[src/rtl/instr_fetch_unit.sv]
// -----------------------------------------------------------------------------
// instr_fetch_unit
//
// Supplies the core's instruction input. It generates the PC stream, fetches
// words from instruction memory over a req/ack bus (one request outstanding at
// most), and hands {instr, pc} pairs to the core through a small prefetch FIFO
// with a valid/ready handshake. A redirect pulse flushes everything queued and
// restarts fetching at the new PC. A request already on the bus when the
// redirect arrives is allowed to finish, and its data is thrown away.
//
// Parameters
//   RESET_PC    PC of the first fetch after reset (word aligned)
//   FIFO_DEPTH  prefetch entries (power of 2, >= 2)
//
// Ports
//   clk          in   1   rising-edge clock
//   reset        in   1   asynchronous, active-high
//   imem_req     out  1   fetch request, held until imem_ack
//   imem_addr    out  32  word-aligned fetch address, stable while waiting
//   imem_ack     in   1   request accepted, imem_rdata valid this cycle
//   imem_rdata   in   32  instruction word at imem_addr
//   instr        out  32  head-of-FIFO instruction (0 when empty)
//   instr_pc     out  32  PC of instr (0 when empty)
//   instr_valid  out  1   FIFO non-empty
//   instr_ready  in   1   core takes the head when instr_valid & instr_ready
//   redirect     in   1   one-cycle pulse: flush and restart at redirect_pc
//   redirect_pc  in   32  new PC, bits [1:0] ignored
// -----------------------------------------------------------------------------
module instr_fetch_unit #(
    parameter logic [31:0] RESET_PC   = 32'h0000_0000,
    parameter int          FIFO_DEPTH = 4
) (
    input  logic        clk,
    input  logic        reset,
    output logic        imem_req,
    output logic [31:0] imem_addr,
    input  logic        imem_ack,
    input  logic [31:0] imem_rdata,
    output logic [31:0] instr,
    output logic [31:0] instr_pc,
    output logic        instr_valid,
    input  logic        instr_ready,
    input  logic        redirect,
    input  logic [31:0] redirect_pc
);

    localparam int              PW      = $clog2(FIFO_DEPTH);
    localparam int              CW      = PW + 1;
    localparam logic [CW-1:0]   DEPTH_C = CW'(FIFO_DEPTH);

    typedef enum logic [1:0] {
        IDLE  = 2'd0,
        FETCH = 2'd1,
        DROP  = 2'd2
    } state_t;

    state_t        state;
    state_t        state_next;

    logic [31:0]   fetch_pc;
    logic [31:0]   fetch_pc_next;
    logic [CW-1:0] count;
    logic [CW-1:0] count_next;
    logic [PW-1:0] rd_ptr;
    logic [PW-1:0] wr_ptr;
    logic          push;
    logic          pop;
    logic          space;
    logic          load_addr;

    logic [31:0]   fifo_instr [FIFO_DEPTH];
    logic [31:0]   fifo_pc    [FIFO_DEPTH];

    // Word-align a PC; low bits of a redirect target are simply cleared.
    function automatic logic [31:0] align_pc(input logic [31:0] pc);
        return pc & 32'hFFFF_FFFC;
    endfunction

    // ------------------------------------------------------------------
    // State / control registers
    // ------------------------------------------------------------------
    always_ff @(posedge clk or posedge reset) begin
        if (reset) begin
            state     <= IDLE;
            fetch_pc  <= RESET_PC;
            imem_addr <= RESET_PC;
            count     <= '0;
            rd_ptr    <= '0;
            wr_ptr    <= '0;
        end else begin
            state    <= state_next;
            fetch_pc <= fetch_pc_next;
            count    <= count_next;
            if (load_addr) begin
                imem_addr <= fetch_pc_next;
            end
            // A flush realigns both pointers; the stored data is left as is
            // since nothing reads it until it is overwritten.
            if (redirect) begin
                rd_ptr <= '0;
                wr_ptr <= '0;
            end else begin
                if (push) begin
                    wr_ptr <= wr_ptr + PW'(1);
                end
                if (pop) begin
                    rd_ptr <= rd_ptr + PW'(1);
                end
            end
        end
    end

    // FIFO storage carries data only and needs no reset.
    always_ff @(posedge clk) begin
        if (push) begin
            fifo_instr[wr_ptr] <= imem_rdata;
            fifo_pc[wr_ptr]    <= imem_addr;
        end
    end

    // ------------------------------------------------------------------
    // Next-state logic
    // ------------------------------------------------------------------
    always_comb begin
        // Redirect empties the FIFO outright; a pop in the same cycle is not
        // counted, so the occupancy simply becomes zero.
        if (redirect) begin
            count_next = '0;
        end else begin
            count_next = count + CW'(push) - CW'(pop);
        end

        if (redirect) begin
            fetch_pc_next = align_pc(redirect_pc);
        end else if (push) begin
            fetch_pc_next = fetch_pc + 32'd4;   // wraps past 32'hFFFF_FFFC
        end else begin
            fetch_pc_next = fetch_pc;
        end

        // A new request is only issued when its word is guaranteed a slot,
        // counting this edge's push and pop.
        space = (count_next < DEPTH_C);

        state_next = state;
        case (state)
            IDLE: begin
                if (!redirect && space) begin
                    state_next = FETCH;
                end
            end
            FETCH: begin
                if (imem_ack) begin
                    state_next = (!redirect && space) ? FETCH : IDLE;
                end else if (redirect) begin
                    state_next = DROP;
                end
            end
            DROP: begin
                if (imem_ack) begin
                    state_next = IDLE;
                end
            end
            default: state_next = IDLE;
        endcase

        // The address only moves when a fresh request begins, never while one
        // is waiting for its ack.
        load_addr = (state_next == FETCH) && ((state == IDLE) || imem_ack);
    end

    // ------------------------------------------------------------------
    // Outputs
    // ------------------------------------------------------------------
    always_comb begin
        imem_req    = (state != IDLE);
        instr_valid = (count != '0);
        push        = (state == FETCH) && imem_ack && !redirect;
        pop         = instr_valid && instr_ready && !redirect;
        instr       = instr_valid ? fifo_instr[rd_ptr] : 32'h0;
        instr_pc    = instr_valid ? fifo_pc[rd_ptr]    : 32'h0;
    end

endmodule

[config.mk]
export PLATFORM = sky130hd
export DESIGN_NAME = instr_fetch_unit
export DESIGN_NICKNAME = d
export VERILOG_FILES = /design/src/rtl/instr_fetch_unit.sv
export SDC_FILE = /design/constraint.sdc
export NUM_CORES = 1
export LEC_CHECK = 0
export CAP_MARGIN = 20
export CELL_PAD_IN_SITES_DETAIL_PLACEMENT = 0
export CELL_PAD_IN_SITES_GLOBAL_PLACEMENT = 1
export CORE_MARGIN = 2
export CORE_UTILIZATION = 44
export DETAILED_ROUTE_END_ITERATION = 10
export HOLD_SLACK_MARGIN = 0.1
export PLACE_DENSITY_LB_ADDON = 0.05
export SLEW_MARGIN = 20
export SYNTH_ARGS = -nofsm -noshare
export SYNTH_HDL_FRONTEND = slang
export SYNTH_SLANG_ARGS = --single-unit
[constraint.sdc]
create_clock -name clk -period 3.7 [get_ports clk]
set_clock_uncertainty 0.05 [all_clocks]
set_input_delay 0.555 -clock clk [delete_from_list [all_inputs] [get_ports clk]]
set_output_delay 0.555 -clock clk [all_outputs]
set_load 0.01 [all_outputs]
==> flow_summary.toml, run 1 <==
[die]
core-area_um2 = 29600
io_pins = 167
start_util_pct = 44.5
dieArea_um2 = 31300
fp.dieW_um = 177
rows = 63
die_h_um = 177

[synth]
syn_inst = 716
synth-adder-area-share_pct = 0.817
synth.distinct_cells = 40
synth_area_leaders = "edfxtp_1 (58%), dfrtp_1 (14%), mux4_2 (11%)"
syn-num-nets = 793
ys_ff_latch = 329
synth_top_area_share_pct = 58.4
syn-mean-instance-area_um2 = 18.4
synth_area_um2 = 13200
synthTopCellsByCount = "edfxtp_1 (256), dfrtp_1 (73), and2_1 (68)"
synth_edf_count = 256
yosys.area_share.xor_xnor_pct = 2.26
synth.area.mux_share_pct = 15.0
synthArstFlopShare_pct = 22.2
yosysSeqAreaShare_pct = 72.3
yosys.area_share.simple_pct = 7.42
synth_top_cell_by_area = "edfxtp_1"
synth_ff_type = "edfxtp_1"
synth_top_family_by_area = "multiplexers"
yosysMostFrequentCell = "edfxtp_1"
synth_compound_gate_area_share_pct = 0.722
synth_warnings = 0

[power]
p_per_area_nw_per_um2 = 705
total_power_uw = 11700
vdd_drop_max_mv = 0.316
power.leakage_uw = 0.00570

[final_layout]
nets = 987
antenna_cells = 0
syn_to_final_growth_pct = 26.5
fillers = 2304
post-route-cell-area_um2 = 16700
final_layout_size_suffix_gt1_share_pct = 21.4
layout.cells.non_filler = 1329

[setup_path]
r2r_start = "count[1]$_DFF_PP0_"
rr_worst_depth = 13
worstPathRequired_ns = 4.04
r2r_slack_ns = 0.38
crit_path_start_kind = "register"
cp_data_arrival_time_ns = 3.65
crit_fanout = 21
endpoint_kind = "register"
path_class = "reg2reg"
crit_path_start = "count[1]$_DFF_PP0_"

[clock_network]
clock_sinks = 329
clk_path_buf_depth = 3
clock-root-buffer = "clkbuf_16"
post_cts_buffers = 0
cts_htree_levels = 2
cts.repair.resized = 0
cts_hold_buf = 0
clock_latency_ns = 0.51
path_clk_slew_ns = 0.06
cts_tree = "done"
cts_made_buffers = 37

[routing]
wire_per_inst_um = 20.9
routed_wl_um = 27700
drtIter0Drc = 385
drt_pass1_iterations = 5
routed_via_density = 5.23
ant_nets = 0
vias = 6955
drc = 0

[timing]
hold_violations = 0
rsz0062_at_grt = "false"
setup_violations = 0
fmax_ghz = 0.302
setup_tns_ns = 0
period_needed_ns = 3.32
relSlewSlack_pct = 46.2
setup_slack_ns = 0.385
drv_slew = 0
tightest_slew_ns = 0.799
finalCritPeriodShare_pct = 89.6

[global_routing]
grt_pass1_wl_um = 42300
overflow = 0
grt_antenna_before_repair = 0
grt_start_max_net_pins = 67
grtUsageTotal_pct = 18.0
grt_pass1_vias = 7424

[placed_design]
io_buffer_count = 164
dp_hpwl_um = 17300
dp_slack_ns = 0.0324
place_inst = 1261
placed_area_um2 = 15500
globalplace.congestion = 0.766

[outcome]
outcome = "finished, final reports clean"

[run]
max_cap_violations = 0

[hold_path]
hold_path.class = "in2async"
==> registers in the layout, summed over array words and instances (netlist names) <==
register and flops:
count 3, fetch_pc 32, fifo_instr 128, fifo_pc 128, imem_addr 32, rd_ptr 2, state 2, wr_ptr 2
==> critical path, cell delays in order (launching register included) <==
cell	delay, ns
dfrtp_1	0.42
or3_2	0.48
nand2_1	0.12
nor2_1	0.05
ha_1	0.28
inv_1	0.05
ha_1	0.13
inv_1	0.05
fa_1	0.38
xor2_1	0.19
xnor2_1	0.30
nand3_2	0.17
buf_12	0.20
mux2_1	0.31
==> cell families (layout without fill, tap and decap cells) <==
kind of cell,Yosys count,after routing
flip-flops,329,329
AND/OR/NAND/NOR,166,166
multiplexers,111,111
buffers and inverters,49,272
XOR/XNOR,34,34
AO/OA/AOI/OAI,19,19
adder cells (fa/ha/maj),8,8
==> layer usage <==
layer  up-vias  GRT usage (%)  wire (µm)
li1       3136              -          -
met1      3608           24.2      11900
met2       178           30.0      13800
met3        33           3.44       1440
met4         0           4.96        523
met5         -              0          0
==> cell usage in the layout (no fill, tap or decap), drive strengths merged <==
cell,synthesis,final
edfxtp,256,256
clkdlybuf4s50,0,163
dfrtp,73,73
and2,68,68
mux4,64,64
clkbuf,18,51
mux2,46,46
xnor2,24,24
buf,14,24
nand2,22,22
nor2,17,17
inv,17,17
nand3,15,15
clkinv,0,15
o21ai,11,11
xor2,10,10
a21oi,8,8
nand4,8,8
nor3,8,8
nor4,8,8
ha,7,7
nor2b,4,4
nand3b,3,3
or3,3,3
and3,2,2
or2,2,2
nand2b,2,2
bufinv,0,2
and4bb,1,1
and4,1,1
nand4b,1,1
mux2i,1,1
nor3b,1,1
fa,1,1
==> per-stage QoR <==
| stage | util, % | hold WS [ns] |
|---|---|---|
| final | 56.3 | 0.344 |
| after global placement | 52.2 | 0.445 |
| after CTS | 56.3 | 0.345 |
| after detailed placement | 52.3 | 0.458 |
| after floorplan | - | 0.422 |
| after global routing | 56.3 | 0.380 |
==> worst paths after layout <==
path / end
setup reg to reg: imem_addr[29]$_DFFE_PP0P_
hold reg to reg: fetch_pc[0]$_DFF_PP0_
max in group asynchronous: rd_ptr[1]$_DFFE_PP0P_
setup / recovery: imem_addr[29]$_DFFE_PP0P_
hold / removal: imem_addr[17]$_DFFE_PP0P_
min in group clk: fetch_pc[0]$_DFF_PP0_
==> area by class of cell <==
class | instances | area, µm² | area share (%)
Clock buffer | 51 | 1060 | 6.38
Sequential cell | 329 | 9520 | 57.2
Clock inverter | 17 | 129 | 0.774
Multi-Input combinational cell | 338 | 3460 | 20.8
Timing Repair Buffer | 187 | 1920 | 11.5
Inverter | 17 | 65.1 | 0.391
Tap cell | 390 | 488 | 2.93
==> power breakdown <==
part	total [µW]	leakage, µW	internal [µW]	switching, µW
clock network	3530	0.000587	2150	1380
logic	3250	0.00192	1860	1390
registers	4960	0.00319	4550	414
No activity file was read; power rests on OpenSTA's default activity.
==> inputs of run 2 (changes only) <==
Settings changed: CORE_UTILIZATION 44 to 47.
==> run 2 against run 1 <==
First-iteration DRC count decreased by 6.8%. Core utilization increased by 3.7 points. Sequential share of layout area increased by 0.10 points. Global-route usage increased by 0.78 points. Maximum frequency increased by 2.3%. Sequential cell count unchanged. Non-clock buffer count decreased by 2. Power increased by 0.28%. Sequential power about the same. Routed wire length decreased by 3.2%. Hold slack improved by 0.046 ns. Critical path type is now reg2out. Critical endpoint is now instr_pc[5].
==> flow_summary.toml, run 2 (same netlist as run 1, synthesis figures left out) <==
[outcome]
outcome = "finished, final reports clean"

[global_routing]
grt_pass1_wl_um = 41200
grt_antenna_before_repair = 0
overflow = 0
grtUsageTotal_pct = 18.7
grt_pass1_vias = 7237
grt_start_max_net_pins = 67

[setup_path]
worstPathRequired_ns = 3.09
regToRegEndpoint = "imem_addr[31]$_DFFE_PP0P_"
rr_worst_depth = 13
endpoint_kind = "output pin"
crit_path_start_kind = "register"
r2r_start = "count[1]$_DFF_PP0_"
cp_data_arrival_time_ns = 2.64
r2r_slack_ns = 0.52
crit_fanout = 34
path_class = "reg2out"

[power]
vdd_drop_max_mv = 0.499
combPwrFrac_pct = 27.4
pwr-share-clk_pct = 30.8
switching_power_uw = 3160
power.leakage_uw = 0.00569
sequentialPowerShare_pct = 41.9
switching_share_pct = 26.8
p_int_uw = 8620
p_per_area_nw_per_um2 = 709

[timing]
relSlewSlack_pct = 41.6
fmax_ghz = 0.308
setup_violations = 0
hold_violations = 0
period_needed_ns = 3.24
hold_ws_ns = 0.390
rsz0062_at_grt = "false"
tightest_slew_ns = 0.869
finalCritPeriodShare_pct = 87.6
setup_tns_ns = 0
drv_slew = 0
setup_slack_ns = 0.458

[clock_network]
clock-root-buffer = "clkbuf_16"
cts_tree = "done"
path_clk_slew_ns = 0.06
cts.repair.resized = 0
cts_htree_levels = 2
cts_hold_buf = 0
clk_path_buf_depth = 3
post_cts_buffers = 0
clock_sinks = 329
clock_latency_ns = 0.52
cts_made_buffers = 37

[die]
start_util_pct = 47.5
rows = 61
die_h_um = 171
core-area_um2 = 27700
io_pins = 167
fp.dieW_um = 171
dieArea_um2 = 29400

[final_layout]
layout.cells.non_filler = 1314
antenna_cells = 0
layout_common_cells = "edfxtp_1 (256), clkdlybuf4s50_1 (163), dfrtp_1 (71)"
largestRegisters = "fifo_instr x128, fifo_pc x128"
mostFrequentLayoutCell = "edfxtp_1"
final_layout_size_suffix_gt1_share_pct = 21.6
syn_to_final_growth_pct = 26.3
fillers = 2075
post-route-cell-area_um2 = 16600
nets = 985

[routing]
drtIter0Drc = 359
drt_pass1_iterations = 5
routed_via_density = 5.28
vias = 6938
ant_nets = 0
routed_wl_um = 26800
drc = 0
wire_per_inst_um = 20.4

[placed_design]
dp_slack_ns = 0.144
io_buffer_count = 164
place_inst = 1247
globalplace.congestion = 0.756
dp_hpwl_um = 16600
placed_area_um2 = 15400

[hold_path]
hold_path.class = "in2async"

[run]
max_cap_violations = 0
-- run 2: cell count changes in the layout (fill, tap and decap cells not counted), moves of 2 or more --
cell / previous run / this run
clkinv_2: 7 / 5
clkbuf_1: 9 / 7
clkbuf_8: 2 / 5
clkinv_1: 8 / 6
buf_12: 9 / 6
-- run 2: through the flow --
stage | utilization (%) | total power (µW)
floorplan | - | 6620
global placement | 55.6 | 8240
detailed placement | 55.6 | 8300
CTS | 60.0 | 11900
global route | 60.0 | 12300
finish | 60.0 | 11800
-- run 2: worst max path at each step --
| stage | slack (ns) | startpoint | to |
|---|---|---|---|
| after global placement | 0.16 | imem_ack | imem_addr[26]$_DFFE_PP0P_ |
| after CTS | 0.40 | rd_ptr[1]$_DFFE_PP0P_ | instr_pc[8] |
| after detailed placement | 0.14 | imem_ack | imem_addr[26]$_DFFE_PP0P_ |
| after floorplan | 0.13 | redirect | imem_addr[26]$_DFFE_PP0P_ |
| final | 0.46 | rd_ptr[1]$_DFFE_PP0P_ | instr_pc[5] |
| after global routing | 0.31 | count[1]$_DFF_PP0_ | imem_addr[26]$_DFFE_PP0P_ |
-- run 2: power groups by stage --
stage | clock, µW | sequential, µW | combinational (µW)
after floorplan | 0 | 4940 | 1690
after global placement | 0 | 4970 | 3270
after detailed placement | 0 | 5010 | 3290
after CTS | 3710 | 4930 | 3300
after global routing | 3860 | 5000 | 3490
final | 3620 | 4930 | 3230
-- run 2: per-layer routing --
metal | track usage, % | routed length (µm) | up-vias
li1 | - | - | 3137
met5 | 0 | 0 | -
met4 | 5.42 | 568 | 0
met1 | 25.8 | 11800 | 3557
met3 | 2.95 | 1230 | 48
met2 | 31.3 | 13200 | 196
-- run 2: final cells by class --
type                       instances  area [µm²]  share of cell area (%)
clock buffer                      51        1070                    6.44
clock inverter                    16         158                   0.949
inverter                          17        65.1                   0.391
sequential                       329        9520                    57.3
timing repair buffer             185        1870                    11.2
multi-input combinational        338        3460                    20.8
tap                              378         473                    2.85
-- run 2: worst max-delay path: stages, from the launching register on --
cell,delay (ns)
dfrtp_4,0.82
buf_4,0.33
mux4_2,0.31
and2_1,0.17
clkdlybuf4s50_1,0.49
